**src/rtl/r4u3_stage_seq_if.sv**
```systemverilog
// ---------------------------------------------------------------------------
// r4u3_stage_seq_if
// Bundles the sample stream into and out of the radix-4 unit 3 stage
// sequencer.
//
// Handshake: a sample moves on a rising clk_sys edge when data_val_i=1.
// There is no ready signal, so the sink must accept every sample.
// frame_start_i is only meaningful when data_val_i=1. On the output side,
// data_val_o qualifies the data and sync outputs in the same cycle.
//
// Modports:
//   master : the stream source and result sink (the bench or upstream stage)
//   slave  : the sequencer itself
// Signals:
//   frame_start_i, data_val_i, data_real_i, data_imag_i, data_exp_i,
//   ldn_rg_i                              : upstream sample stream and size
//   block_sync_o, stage_sync_o, data_val_o,
//   data_real_o, data_imag_o, data_exp_o  : stream to the BF2 stage
//   ldn_rg_o, span_idx_o, busy_o          : frame status
//   frame_done_o, sync_err_o, cfg_err_o   : single-cycle event pulses
//   dbg_state_o                           : FSM state (0 = IDLE, 1 = RUN)
// ---------------------------------------------------------------------------
interface r4u3_stage_seq_if #(
   parameter int MAN_W = 16,
   parameter int EXP_W = 6
);
   logic             frame_start_i;
   logic             data_val_i;
   logic [MAN_W-1:0] data_real_i;
   logic [MAN_W-1:0] data_imag_i;
   logic [EXP_W-1:0] data_exp_i;
   logic [3:0]       ldn_rg_i;

   logic             block_sync_o;
   logic             stage_sync_o;
   logic             data_val_o;
   logic [MAN_W-1:0] data_real_o;
   logic [MAN_W-1:0] data_imag_o;
   logic [EXP_W-1:0] data_exp_o;
   logic [3:0]       ldn_rg_o;
   logic [3:0]       span_idx_o;
   logic             busy_o;
   logic             frame_done_o;
   logic             sync_err_o;
   logic             cfg_err_o;
   logic             dbg_state_o;

   modport master (
      output frame_start_i, data_val_i, data_real_i, data_imag_i, data_exp_i, ldn_rg_i,
      input  block_sync_o, stage_sync_o, data_val_o, data_real_o, data_imag_o, data_exp_o,
      input  ldn_rg_o, span_idx_o, busy_o, frame_done_o, sync_err_o, cfg_err_o, dbg_state_o
   );

   modport slave (
      input  frame_start_i, data_val_i, data_real_i, data_imag_i, data_exp_i, ldn_rg_i,
      output block_sync_o, stage_sync_o, data_val_o, data_real_o, data_imag_o, data_exp_o,
      output ldn_rg_o, span_idx_o, busy_o, frame_done_o, sync_err_o, cfg_err_o, dbg_state_o
   );
endinterface

```
**src/rtl/r4u3_stage_seq.sv**
```systemverilog
// ---------------------------------------------------------------------------
// r4u3_stage_seq
// Input sequencer for the radix-4 unit 3 butterfly stages of the pipeline
// FFT. It qualifies samples against a frame-start pulse and latches ldn once
// per frame. It cuts the frame into BF2 spans and registers the sample
// together with block_sync / stage_sync / data_val. Frame-start violations
// and unsupported sizes are flagged, and the frame is resynchronised.
//
// Ports:
//   clk_sys   : system clock, all logic on posedge
//   rst_sys_n : asynchronous active-low reset
//   bus       : r4u3_stage_seq_if.slave (sample stream in/out, status, pulses)
//
// All outputs are registered and appear one clk_sys after the input sample.
// Supported ldn is 8..11. The span is 512 for odd ldn and 256 for even ldn.
// ---------------------------------------------------------------------------
module r4u3_stage_seq #(
   parameter int MAN_W = 16,
   parameter int EXP_W = 6
) (
   input  logic             clk_sys,
   input  logic             rst_sys_n,
   r4u3_stage_seq_if.slave  bus
);

   typedef enum logic {
      IDLE = 1'b0,
      RUN  = 1'b1
   } state_e;

   state_e           state_q, state_d;
   logic [10:0]      samp_cnt_q, samp_cnt_d;
   logic [8:0]       span_cnt_q, span_cnt_d;
   logic [3:0]       ldn_q, ldn_d;
   logic [3:0]       span_idx_q, span_idx_d;
   logic             block_sync_q, block_sync_d;
   logic             stage_sync_q, stage_sync_d;
   logic             data_val_q, data_val_d;
   logic             busy_q, busy_d;
   logic             frame_done_q, frame_done_d;
   logic             sync_err_q, sync_err_d;
   logic             cfg_err_q, cfg_err_d;
   logic [MAN_W-1:0] data_real_q, data_real_d;
   logic [MAN_W-1:0] data_imag_q, data_imag_d;
   logic [EXP_W-1:0] data_exp_q, data_exp_d;

   logic             start_ev;
   logic             ldn_ok;
   logic [10:0]      last_samp;
   logic [8:0]       span_last;
   logic [3:0]       cur_idx;

   always_comb begin
      start_ev = bus.data_val_i & bus.frame_start_i;
      ldn_ok   = (bus.ldn_rg_i >= 4'd8) && (bus.ldn_rg_i <= 4'd11);

      // Index of the final sample (N-1) for the latched frame size.
      case (ldn_q)
         4'd8:    last_samp = 11'd255;
         4'd9:    last_samp = 11'd511;
         4'd10:   last_samp = 11'd1023;
         default: last_samp = 11'd2047;
      endcase

      // Odd ldn uses 512-sample spans and even ldn uses 256-sample spans.
      // The span index is samp_cnt shifted down by log2 of the span size.
      span_last = ldn_q[0] ? 9'd511 : 9'd255;
      cur_idx   = ldn_q[0] ? {2'b00, samp_cnt_q[10:9]} : {1'b0, samp_cnt_q[10:8]};

      state_d      = state_q;
      samp_cnt_d   = samp_cnt_q;
      span_cnt_d   = span_cnt_q;
      ldn_d        = ldn_q;
      span_idx_d   = span_idx_q;
      block_sync_d = 1'b0;
      stage_sync_d = 1'b0;
      data_val_d   = 1'b0;
      busy_d       = (state_q == RUN);
      frame_done_d = 1'b0;
      sync_err_d   = 1'b0;
      cfg_err_d    = 1'b0;
      data_real_d  = bus.data_val_i ? bus.data_real_i : '0;
      data_imag_d  = bus.data_val_i ? bus.data_imag_i : '0;
      data_exp_d   = bus.data_val_i ? bus.data_exp_i  : '0;

      if (start_ev) begin
         // A start during RUN is a violation. The frame is resynchronised
         // and never merged with the frame already in progress.
         sync_err_d = (state_q == RUN);
         if (ldn_ok) begin
            state_d      = RUN;
            ldn_d        = bus.ldn_rg_i;
            samp_cnt_d   = 11'd1;
            span_cnt_d   = 9'd1;
            span_idx_d   = 4'd0;
            block_sync_d = 1'b1;
            stage_sync_d = 1'b1;
            data_val_d   = 1'b1;
            busy_d       = 1'b1;
         end else begin
            cfg_err_d  = 1'b1;
            state_d    = IDLE;
            samp_cnt_d = 11'd0;
            span_cnt_d = 9'd0;
            busy_d     = 1'b0;
         end
      end else if (bus.data_val_i && (state_q == RUN)) begin
         data_val_d   = 1'b1;
         stage_sync_d = (span_cnt_q == 9'd0);
         span_idx_d   = cur_idx;
         samp_cnt_d   = samp_cnt_q + 11'd1;
         span_cnt_d   = (span_cnt_q == span_last) ? 9'd0 : span_cnt_q + 9'd1;
         if (samp_cnt_q == last_samp) begin
            // busy stays high for this output and drops on the next cycle
            // unless a new frame starts immediately.
            frame_done_d = 1'b1;
            state_d      = IDLE;
            samp_cnt_d   = 11'd0;
            span_cnt_d   = 9'd0;
         end
      end
   end

   always_ff @(posedge clk_sys or negedge rst_sys_n) begin
      if (!rst_sys_n) begin
         state_q      <= IDLE;
         samp_cnt_q   <= '0;
         span_cnt_q   <= '0;
         ldn_q        <= '0;
         span_idx_q   <= '0;
         block_sync_q <= 1'b0;
         stage_sync_q <= 1'b0;
         data_val_q   <= 1'b0;
         busy_q       <= 1'b0;
         frame_done_q <= 1'b0;
         sync_err_q   <= 1'b0;
         cfg_err_q    <= 1'b0;
         data_real_q  <= '0;
         data_imag_q  <= '0;
         data_exp_q   <= '0;
      end else begin
         state_q      <= state_d;
         samp_cnt_q   <= samp_cnt_d;
         span_cnt_q   <= span_cnt_d;
         ldn_q        <= ldn_d;
         span_idx_q   <= span_idx_d;
         block_sync_q <= block_sync_d;
         stage_sync_q <= stage_sync_d;
         data_val_q   <= data_val_d;
         busy_q       <= busy_d;
         frame_done_q <= frame_done_d;
         sync_err_q   <= sync_err_d;
         cfg_err_q    <= cfg_err_d;
         data_real_q  <= data_real_d;
         data_imag_q  <= data_imag_d;
         data_exp_q   <= data_exp_d;
      end
   end

   assign bus.block_sync_o = block_sync_q;
   assign bus.stage_sync_o = stage_sync_q;
   assign bus.data_val_o   = data_val_q;
   assign bus.data_real_o  = data_real_q;
   assign bus.data_imag_o  = data_imag_q;
   assign bus.data_exp_o   = data_exp_q;
   assign bus.ldn_rg_o     = ldn_q;
   assign bus.span_idx_o   = span_idx_q;
   assign bus.busy_o       = busy_q;
   assign bus.frame_done_o = frame_done_q;
   assign bus.sync_err_o   = sync_err_q;
   assign bus.cfg_err_o    = cfg_err_q;
   assign bus.dbg_state_o  = state_q;

endmodule

```
**src/flat_wrapper.sv**
```systemverilog
// flat-port wrapper written by rule: the top's interface ports become plain ports
module r4u3_stage_seq_flat 
#(
   parameter int MAN_W = 16,
   parameter int EXP_W = 6
)
  (clk_sys, rst_sys_n, bus_frame_start_i, bus_data_val_i, bus_data_real_i, bus_data_imag_i, bus_data_exp_i, bus_ldn_rg_i, bus_block_sync_o, bus_stage_sync_o, bus_data_val_o, bus_data_real_o, bus_data_imag_o, bus_data_exp_o, bus_ldn_rg_o, bus_span_idx_o, bus_busy_o, bus_frame_done_o, bus_sync_err_o, bus_cfg_err_o, bus_dbg_state_o);
  r4u3_stage_seq_if #(.MAN_W(MAN_W), .EXP_W(EXP_W)) bus_i ();
  input  logic clk_sys;
  input  logic rst_sys_n;
  input wire logic [$bits(bus_i.frame_start_i)-1:0] bus_frame_start_i;
  input wire logic [$bits(bus_i.data_val_i)-1:0] bus_data_val_i;
  input wire logic [$bits(bus_i.data_real_i)-1:0] bus_data_real_i;
  input wire logic [$bits(bus_i.data_imag_i)-1:0] bus_data_imag_i;
  input wire logic [$bits(bus_i.data_exp_i)-1:0] bus_data_exp_i;
  input wire logic [$bits(bus_i.ldn_rg_i)-1:0] bus_ldn_rg_i;
  output wire logic [$bits(bus_i.block_sync_o)-1:0] bus_block_sync_o;
  output wire logic [$bits(bus_i.stage_sync_o)-1:0] bus_stage_sync_o;
  output wire logic [$bits(bus_i.data_val_o)-1:0] bus_data_val_o;
  output wire logic [$bits(bus_i.data_real_o)-1:0] bus_data_real_o;
  output wire logic [$bits(bus_i.data_imag_o)-1:0] bus_data_imag_o;
  output wire logic [$bits(bus_i.data_exp_o)-1:0] bus_data_exp_o;
  output wire logic [$bits(bus_i.ldn_rg_o)-1:0] bus_ldn_rg_o;
  output wire logic [$bits(bus_i.span_idx_o)-1:0] bus_span_idx_o;
  output wire logic [$bits(bus_i.busy_o)-1:0] bus_busy_o;
  output wire logic [$bits(bus_i.frame_done_o)-1:0] bus_frame_done_o;
  output wire logic [$bits(bus_i.sync_err_o)-1:0] bus_sync_err_o;
  output wire logic [$bits(bus_i.cfg_err_o)-1:0] bus_cfg_err_o;
  output wire logic [$bits(bus_i.dbg_state_o)-1:0] bus_dbg_state_o;
  assign bus_i.frame_start_i = bus_frame_start_i;
  assign bus_i.data_val_i = bus_data_val_i;
  assign bus_i.data_real_i = bus_data_real_i;
  assign bus_i.data_imag_i = bus_data_imag_i;
  assign bus_i.data_exp_i = bus_data_exp_i;
  assign bus_i.ldn_rg_i = bus_ldn_rg_i;
  assign bus_block_sync_o = bus_i.block_sync_o;
  assign bus_stage_sync_o = bus_i.stage_sync_o;
  assign bus_data_val_o = bus_i.data_val_o;
  assign bus_data_real_o = bus_i.data_real_o;
  assign bus_data_imag_o = bus_i.data_imag_o;
  assign bus_data_exp_o = bus_i.data_exp_o;
  assign bus_ldn_rg_o = bus_i.ldn_rg_o;
  assign bus_span_idx_o = bus_i.span_idx_o;
  assign bus_busy_o = bus_i.busy_o;
  assign bus_frame_done_o = bus_i.frame_done_o;
  assign bus_sync_err_o = bus_i.sync_err_o;
  assign bus_cfg_err_o = bus_i.cfg_err_o;
  assign bus_dbg_state_o = bus_i.dbg_state_o;
  r4u3_stage_seq #(.MAN_W(MAN_W), .EXP_W(EXP_W)) u_core (.clk_sys(clk_sys), .rst_sys_n(rst_sys_n), .bus(bus_i));
endmodule
```
**config.mk**
```make
export PLATFORM = sky130hd
export DESIGN_NAME = r4u3_stage_seq_flat
export DESIGN_NICKNAME = d
export VERILOG_FILES = /design/src/rtl/r4u3_stage_seq_if.sv /design/src/rtl/r4u3_stage_seq.sv /design/src/flat_wrapper.sv
export SDC_FILE = /design/constraint.sdc
export NUM_CORES = 1
export LEC_CHECK = 0
export CAP_MARGIN = 5
export CORE_ASPECT_RATIO = 0.8
export CORE_UTILIZATION = 49
export DETAILED_ROUTE_END_ITERATION = 8
export PLACE_DENSITY = 0.85
export SETUP_SLACK_MARGIN = 0.5
export SKIP_LAST_GASP = 1
export SLEW_MARGIN = 20
export SYNTH_ARGS = -nofsm -noshare
export SYNTH_HDL_FRONTEND = slang
export SYNTH_SLANG_ARGS = --single-unit
export TNS_END_PERCENT = 5
```
**constraint.sdc**
```tcl
create_clock -name clk_sys -period 4.61 [get_ports clk_sys]
set_clock_uncertainty 0.15 [all_clocks]
set_input_delay 0.922 -clock clk_sys [delete_from_list [all_inputs] [get_ports clk_sys]]
set_output_delay 0.922 -clock clk_sys [all_outputs]
set_load 0.05 [all_outputs]
```
# == Word-level counts from Yosys, hierarchy flattened ==
# Cells that the tools add are included.
# word_totals
ram_bits,0
romBits,0
regBits,74
mem_count,0
latch_bits,0
inputBits,46
# classes
order_cmp,2
n_eq_ne,6
mux,34
n_shift,0
mul,0
reduce_logical,8
n_div,0
bitwise,1
add_sub_neg,2
# ops
operator,count
$mux W9,5
$mux W11,3
$pmux W11 S3,1
$mux W16,2
$mux W1,18
$eq A4 B4 Y1 const B,3
$mux W4,3
$add A11 B1 Y11 const B,1
$eq A11 B11 Y1,1
$add A9 B1 Y9 const B,1
$eq A9 B9 Y1,1
$logic_not A9 Y1,1
$mux W6,1
$reduce_and A2 Y1,3
$ge A4 B4 Y1 const B,1
$le A4 B4 Y1 const B,1
$reduce_bool A2 Y1,2
$mux W3,1
$logic_and A1 B1 Y1,2
$ne A2 B2 Y1 const B,1
$and A1 B1 Y1,1

# == Longest topological paths before layout ==
# depth
depth_word,6
ltp_mapped,8
depth_no_buf,7

# == Worst setup path after synthesis ==
# No wires, ideal clock.
# synth_path
path_kind,register -> register
startpoint,register u_core.ldn_q[0] (netlist: u_core.bus.ldn_rg_o[0])
endpoint,register u_core.samp_cnt_q[3]
path_slack_ns,2.222
synth_period_minus_slack_ns,2.388
arrival_ns,2.117
path_stages_with_launch,9
setup_time_ns,0.121
path_cell_list,dfrtp_1 buf_2 nand2b_1 a21oi_1 o32a_1 or2_1 buf_6 a31o_1 a22o_1
# synth_between
elab_chain_cells,6
# synth_rtl
item,line,source
start: declaration,r4u3_stage_seq.sv:34,"logic [3:0] ldn_q, ldn_d;"
start signal: assignment,r4u3_stage_seq.sv:145,ldn_q <= ldn_d;
$eq A4 B4 Y1,r4u3_stage_seq.sv:58,case (ldn_q)
$pmux W11 S3 (*),r4u3_stage_seq.sv:58,
$eq A11 B11 Y1 (*),r4u3_stage_seq.sv:113,if (samp_cnt_q == last_samp) begin
$mux W11 (*),r4u3_stage_seq.sv:113,
$mux W11 (*),r4u3_stage_seq.sv:107,end else if (bus.data_val_i && (state_q == RUN)) begin
$mux W11 (*),r4u3_stage_seq.sv:86,if (start_ev) begin
end signal: assignment,r4u3_stage_seq.sv:143,samp_cnt_q <= samp_cnt_d;
end: declaration,r4u3_stage_seq.sv:32,"logic [10:0] samp_cnt_q, samp_cnt_d;"
# Every way passes the cells marked *; elsewhere a longest branch is shown, timed or not. The select of a mux whose other input is x is not followed.
# A chain may end at the register's enable or synchronous reset.

# == Worst setup path after layout ==
# layout_path
startpoint,input port bus_frame_start_i
endpoint,register u_core.span_cnt_q[6]
# layout_between
elab_chain_cells,2
# layout_rtl
item,line,source
start: declaration,flat_wrapper.sv:11,input wire logic [$bits(bus_i.frame_start_i)-1:0] bus_frame_start_i;
$and A1 B1 Y1 (*),r4u3_stage_seq.sv:54,start_ev = bus.data_val_i & bus.frame_start_i;
$mux W9 or $reduce_bool A2 Y1 (tied branches),n/a,
end signal: assignment,r4u3_stage_seq.sv:144,span_cnt_q <= span_cnt_d;
end: declaration,r4u3_stage_seq.sv:33,"logic [8:0] span_cnt_q, span_cnt_d;"
# Every way passes the cells marked *; elsewhere a longest branch is shown, timed or not.

==> metrics.csv <==
metric,value,unit
status,"complete, no violations",
ys_seq_area_share,61.1,%
crit_path_cell_trace,"clkdlybuf4s50_1, o21ai_1, nor2_1, a22o_1",
antenna_found_initial,0,
cp_slowest_cell,o21ai_1,
syn_nets,317,
ys_ff_latch,73,
worst_slack,1750,ps
cp_slowest_stage_delay,850,ps
worstHoldPathType,reg2reg,
timing.final.crit_share,62.1,%
post_cts_buffers,0,
grt_pass1_wl,10.6,mm
place_ws,1420,ps
die_height,71.9,µm
worstMarginPinSlew,996,ps
cp_max_fo,15,
firstDrtPassIters,4,
synthCells,268,
setup_viol,0,
seqCellArea,1830,µm²
ff2ff_path_depth,7,
post_cts_resized,0,
place_congestion,0.779,
cp-start-kind,input pin,
cts_root_buf,clkbuf_8,
critPathTopFamily,compound AO/OA/AOI/OAI gates,
num_vias,2386,
crit_arrival,2950,ps
dieArea,6420,µm²
ios,100,
synth_edf_count,0,
n_antenna_cell,0,
leakage,1.86,nW
grt_pass1_vias,2241,
p_sw,0.490,mW
hold_start,u_core.bus.span_idx_o[0]$_DFFE_PN0P_,
syn2layout_area_growth,42.0,%
cts_buffer_depth,2,
ctsHtreeMaxLevel,3,
clock_latency,350,ps
first_iter_violations,175,
rows,25,
pwr-share-comb,20.3,%
switching_share,30.1,%
port_buffers,98,
irDropWorstVdd,0.186,mV
dpl.hpwl,4.66,mm
synth.area.top_cells,"dfrtp_1, and2_1, nand2_1",
totalWireLength,6.64,mm
fin_nets,417,
regToRegSetupSlack,2070,ps
netlist-cell-type-count,51,
pwr_density_cell,383,nW/µm²
layout-drive-gt1-share,5.90,%
drv_slew,0,
fin_crit,2860,ps
path_clk_slew,80,ps
seqPwrFrac,46.2,%
synth_top_area_cell,dfrtp_1,
vias_per_cell,5.26,
drt_drc_violations_left,0,
critical_path_class,in2reg,
n_fill_cell,398,
yosysWarnings,0,
slew-limit-headroom,33.1,%
intPower,1.14,mW
wl_per_cell,14.6,µm
async_reset_ff_share,100,%
ctsHoldBuffers,0,
fin_setup_tns,0,ps
max_cap_violations,0,
core_area,5910,µm²
yosysTopAreaCellShare,61.1,%
min_to,u_core.bus.span_idx_o[0]$_DFFE_PN0P_,
multi_input_area,1070,µm²
whs_path_depth,2,
rsz0062_at_grt,no,
grt_max_degree,45,
avgSynthCellArea,11.2,µm²
grt_usage,22.4,%
cts_tree,built,
timing.rr.end,u_core.span_cnt_q[6]$_DFFE_PN0P_,
crit_buf_inv,1,
gr-total-overflow,0,
worstPathRequired,4690,ps
max_freq,0.349,GHz
cts_made_buffers,9,
p_clk_share,33.5,%
start_util,50.6,%
die_x,89.3,µm
finalHoldViolCount,0,
r2r_start,u_core.samp_cnt_q[0]$_DFFE_PN0P_,
ys.flop_type,dfrtp_1,
clock_sinks,73,
ant_nets,0,
end_kind,flip-flop,
synth_area,2990,µm²
power groups by stage:
stage / clock [mW] / sequential (mW) / combinational, mW
after floorplan: 0 / 0.846 / 0.109
after global placement: 0 / 0.761 / 0.321
after detailed placement: 0 / 0.764 / 0.329
after CTS: 0.557 / 0.752 / 0.333
after global routing: 0.575 / 0.762 / 0.357
final: 0.546 / 0.753 / 0.330
sequential cells by signal, summed over array words and instances, names as in the netlist:
signal and cells:
u_core.span_cnt_q 9, u_core.samp_cnt_q 11, u_core.bus.frame_done_o 1, u_core.bus.dbg_state_o 1, u_core.bus.data_exp_o 6, u_core.bus.ldn_rg_o 4, u_core.bus.stage_sync_o 1, u_core.bus.data_val_o 1
u_core.bus.data_imag_o 16, u_core.bus.busy_o 1, u_core.bus.data_real_o 16, u_core.bus.sync_err_o 1, u_core.bus.cfg_err_o 1, u_core.bus.block_sync_o 1, u_core.bus.span_idx_o 3
synth_stat cells, types with 2 or more instances:
cell type and n:
inv_1 10, a22o_1 6, o21ai_0 17, o31a_1 2
dfrtp_1 73, a21oi_1 4, nand2b_1 3, ha_1 3
and4_1 2, nand3_1 10, o31ai_1 2, a31o_1 2
mux2i_1 2, o211ai_1 3, and2_1 39, a21o_1 2
nor2_1 12, o22ai_1 4, nor3_1 3, nand2_1 27
clkbuf_1 8, or4_1 2, a32o_1 2, nor2b_1 3
worst reg2reg max path, cell delays in order (launching register included):
cell and delay, ps:
dfrtp_1 410, ha_1 260, and4_4 270, nand4_4 130
a221o_1 350, o21ai_2 360, nor2_1 210, a22o_1 300
final cells by class:
cell class / count / share of cell area [%]
sequential: 73 / 43.0
multi-input combinational: 173 / 25.2
timing repair buffer: 100 / 23.3
clock buffer: 10 / 3.01
tap: 81 / 2.39
clock inverter: 6 / 2.12
inverter: 11 / 0.972
layout by cell type, fill, tap and decap left out, drive strengths merged, types with 2 or more instances in the layout:
| cell type | synthesis | final |
|---|---|---|
| a21o | 2 | 2 |
| a21oi | 4 | 4 |
| a22o | 6 | 6 |
| a31o | 2 | 2 |
| a32o | 2 | 2 |
| and2 | 39 | 39 |
| and4 | 3 | 3 |
| buf | 3 | 3 |
| bufinv | 0 | 2 |
| clkbuf | 8 | 10 |
| clkdlybuf4s50 | 0 | 97 |
| clkinv | 1 | 3 |
| dfrtp | 73 | 73 |
| ha | 3 | 3 |
| inv | 10 | 11 |
| mux2i | 2 | 2 |
| nand2 | 27 | 27 |
| nand2b | 3 | 3 |
| nand3 | 10 | 10 |
| nand4 | 2 | 2 |
| nor2 | 12 | 12 |
| nor2b | 3 | 3 |
| nor3 | 3 | 3 |
| o211ai | 3 | 3 |
| o21ai | 19 | 19 |
| o22ai | 4 | 4 |
| o31a | 2 | 2 |
| o31ai | 2 | 2 |
| or2 | 2 | 2 |
| or4 | 2 | 2 |
layer usage:
metal  global-route usage, %  part of all wire (%)  up-vias
met5                       0                     0        -
met4                    12.2                   2.6        0
met3                    6.57                   6.7       19
met2                    35.8                    49      110
met1                    27.3                    42     1130
li1                        -                     -     1127
worst max-delay path by stage:
stage,depth (start not counted),from,end
final,4,bus_frame_start_i,u_core.span_cnt_q[6]$_DFFE_PN0P_
after global routing,4,bus_frame_start_i,u_core.span_cnt_q[6]$_DFFE_PN0P_
after CTS,1,u_core.bus.dbg_state_o$_DFFE_PN0P_,bus_dbg_state_o
after detailed placement,4,bus_frame_start_i,u_core.span_cnt_q[6]$_DFFE_PN0P_
after global placement,4,bus_frame_start_i,u_core.samp_cnt_q[10]$_DFFE_PN0P_
after floorplan,8,u_core.bus.ldn_rg_o[0]$_DFFE_PN0P_,u_core.samp_cnt_q[3]$_DFFE_PN0P_
through the flow:
step	hold slack, ps	cells	utilization [%]	cell area [µm²]	total power [mW]
detailed placement	325	438	68.1	4030	1.09
global placement	320	438	68.1	4030	1.08
finish	333	454	71.8	4250	1.63
floorplan	348	268	-	2990	0.955
global route	368	454	71.8	4250	1.69
CTS	342	454	71.8	4250	1.64
kinds of logic after synthesis:
group	share of synthesized area [%]
simple gates	20.5
flops	61.1
compound gates	12.9
buf+inv	3.18
fa+ha+maj	1.26
mux	0.669
other cells	0.125
xor+xnor	0.293
No activity file was read; power rests on OpenSTA's default activity.
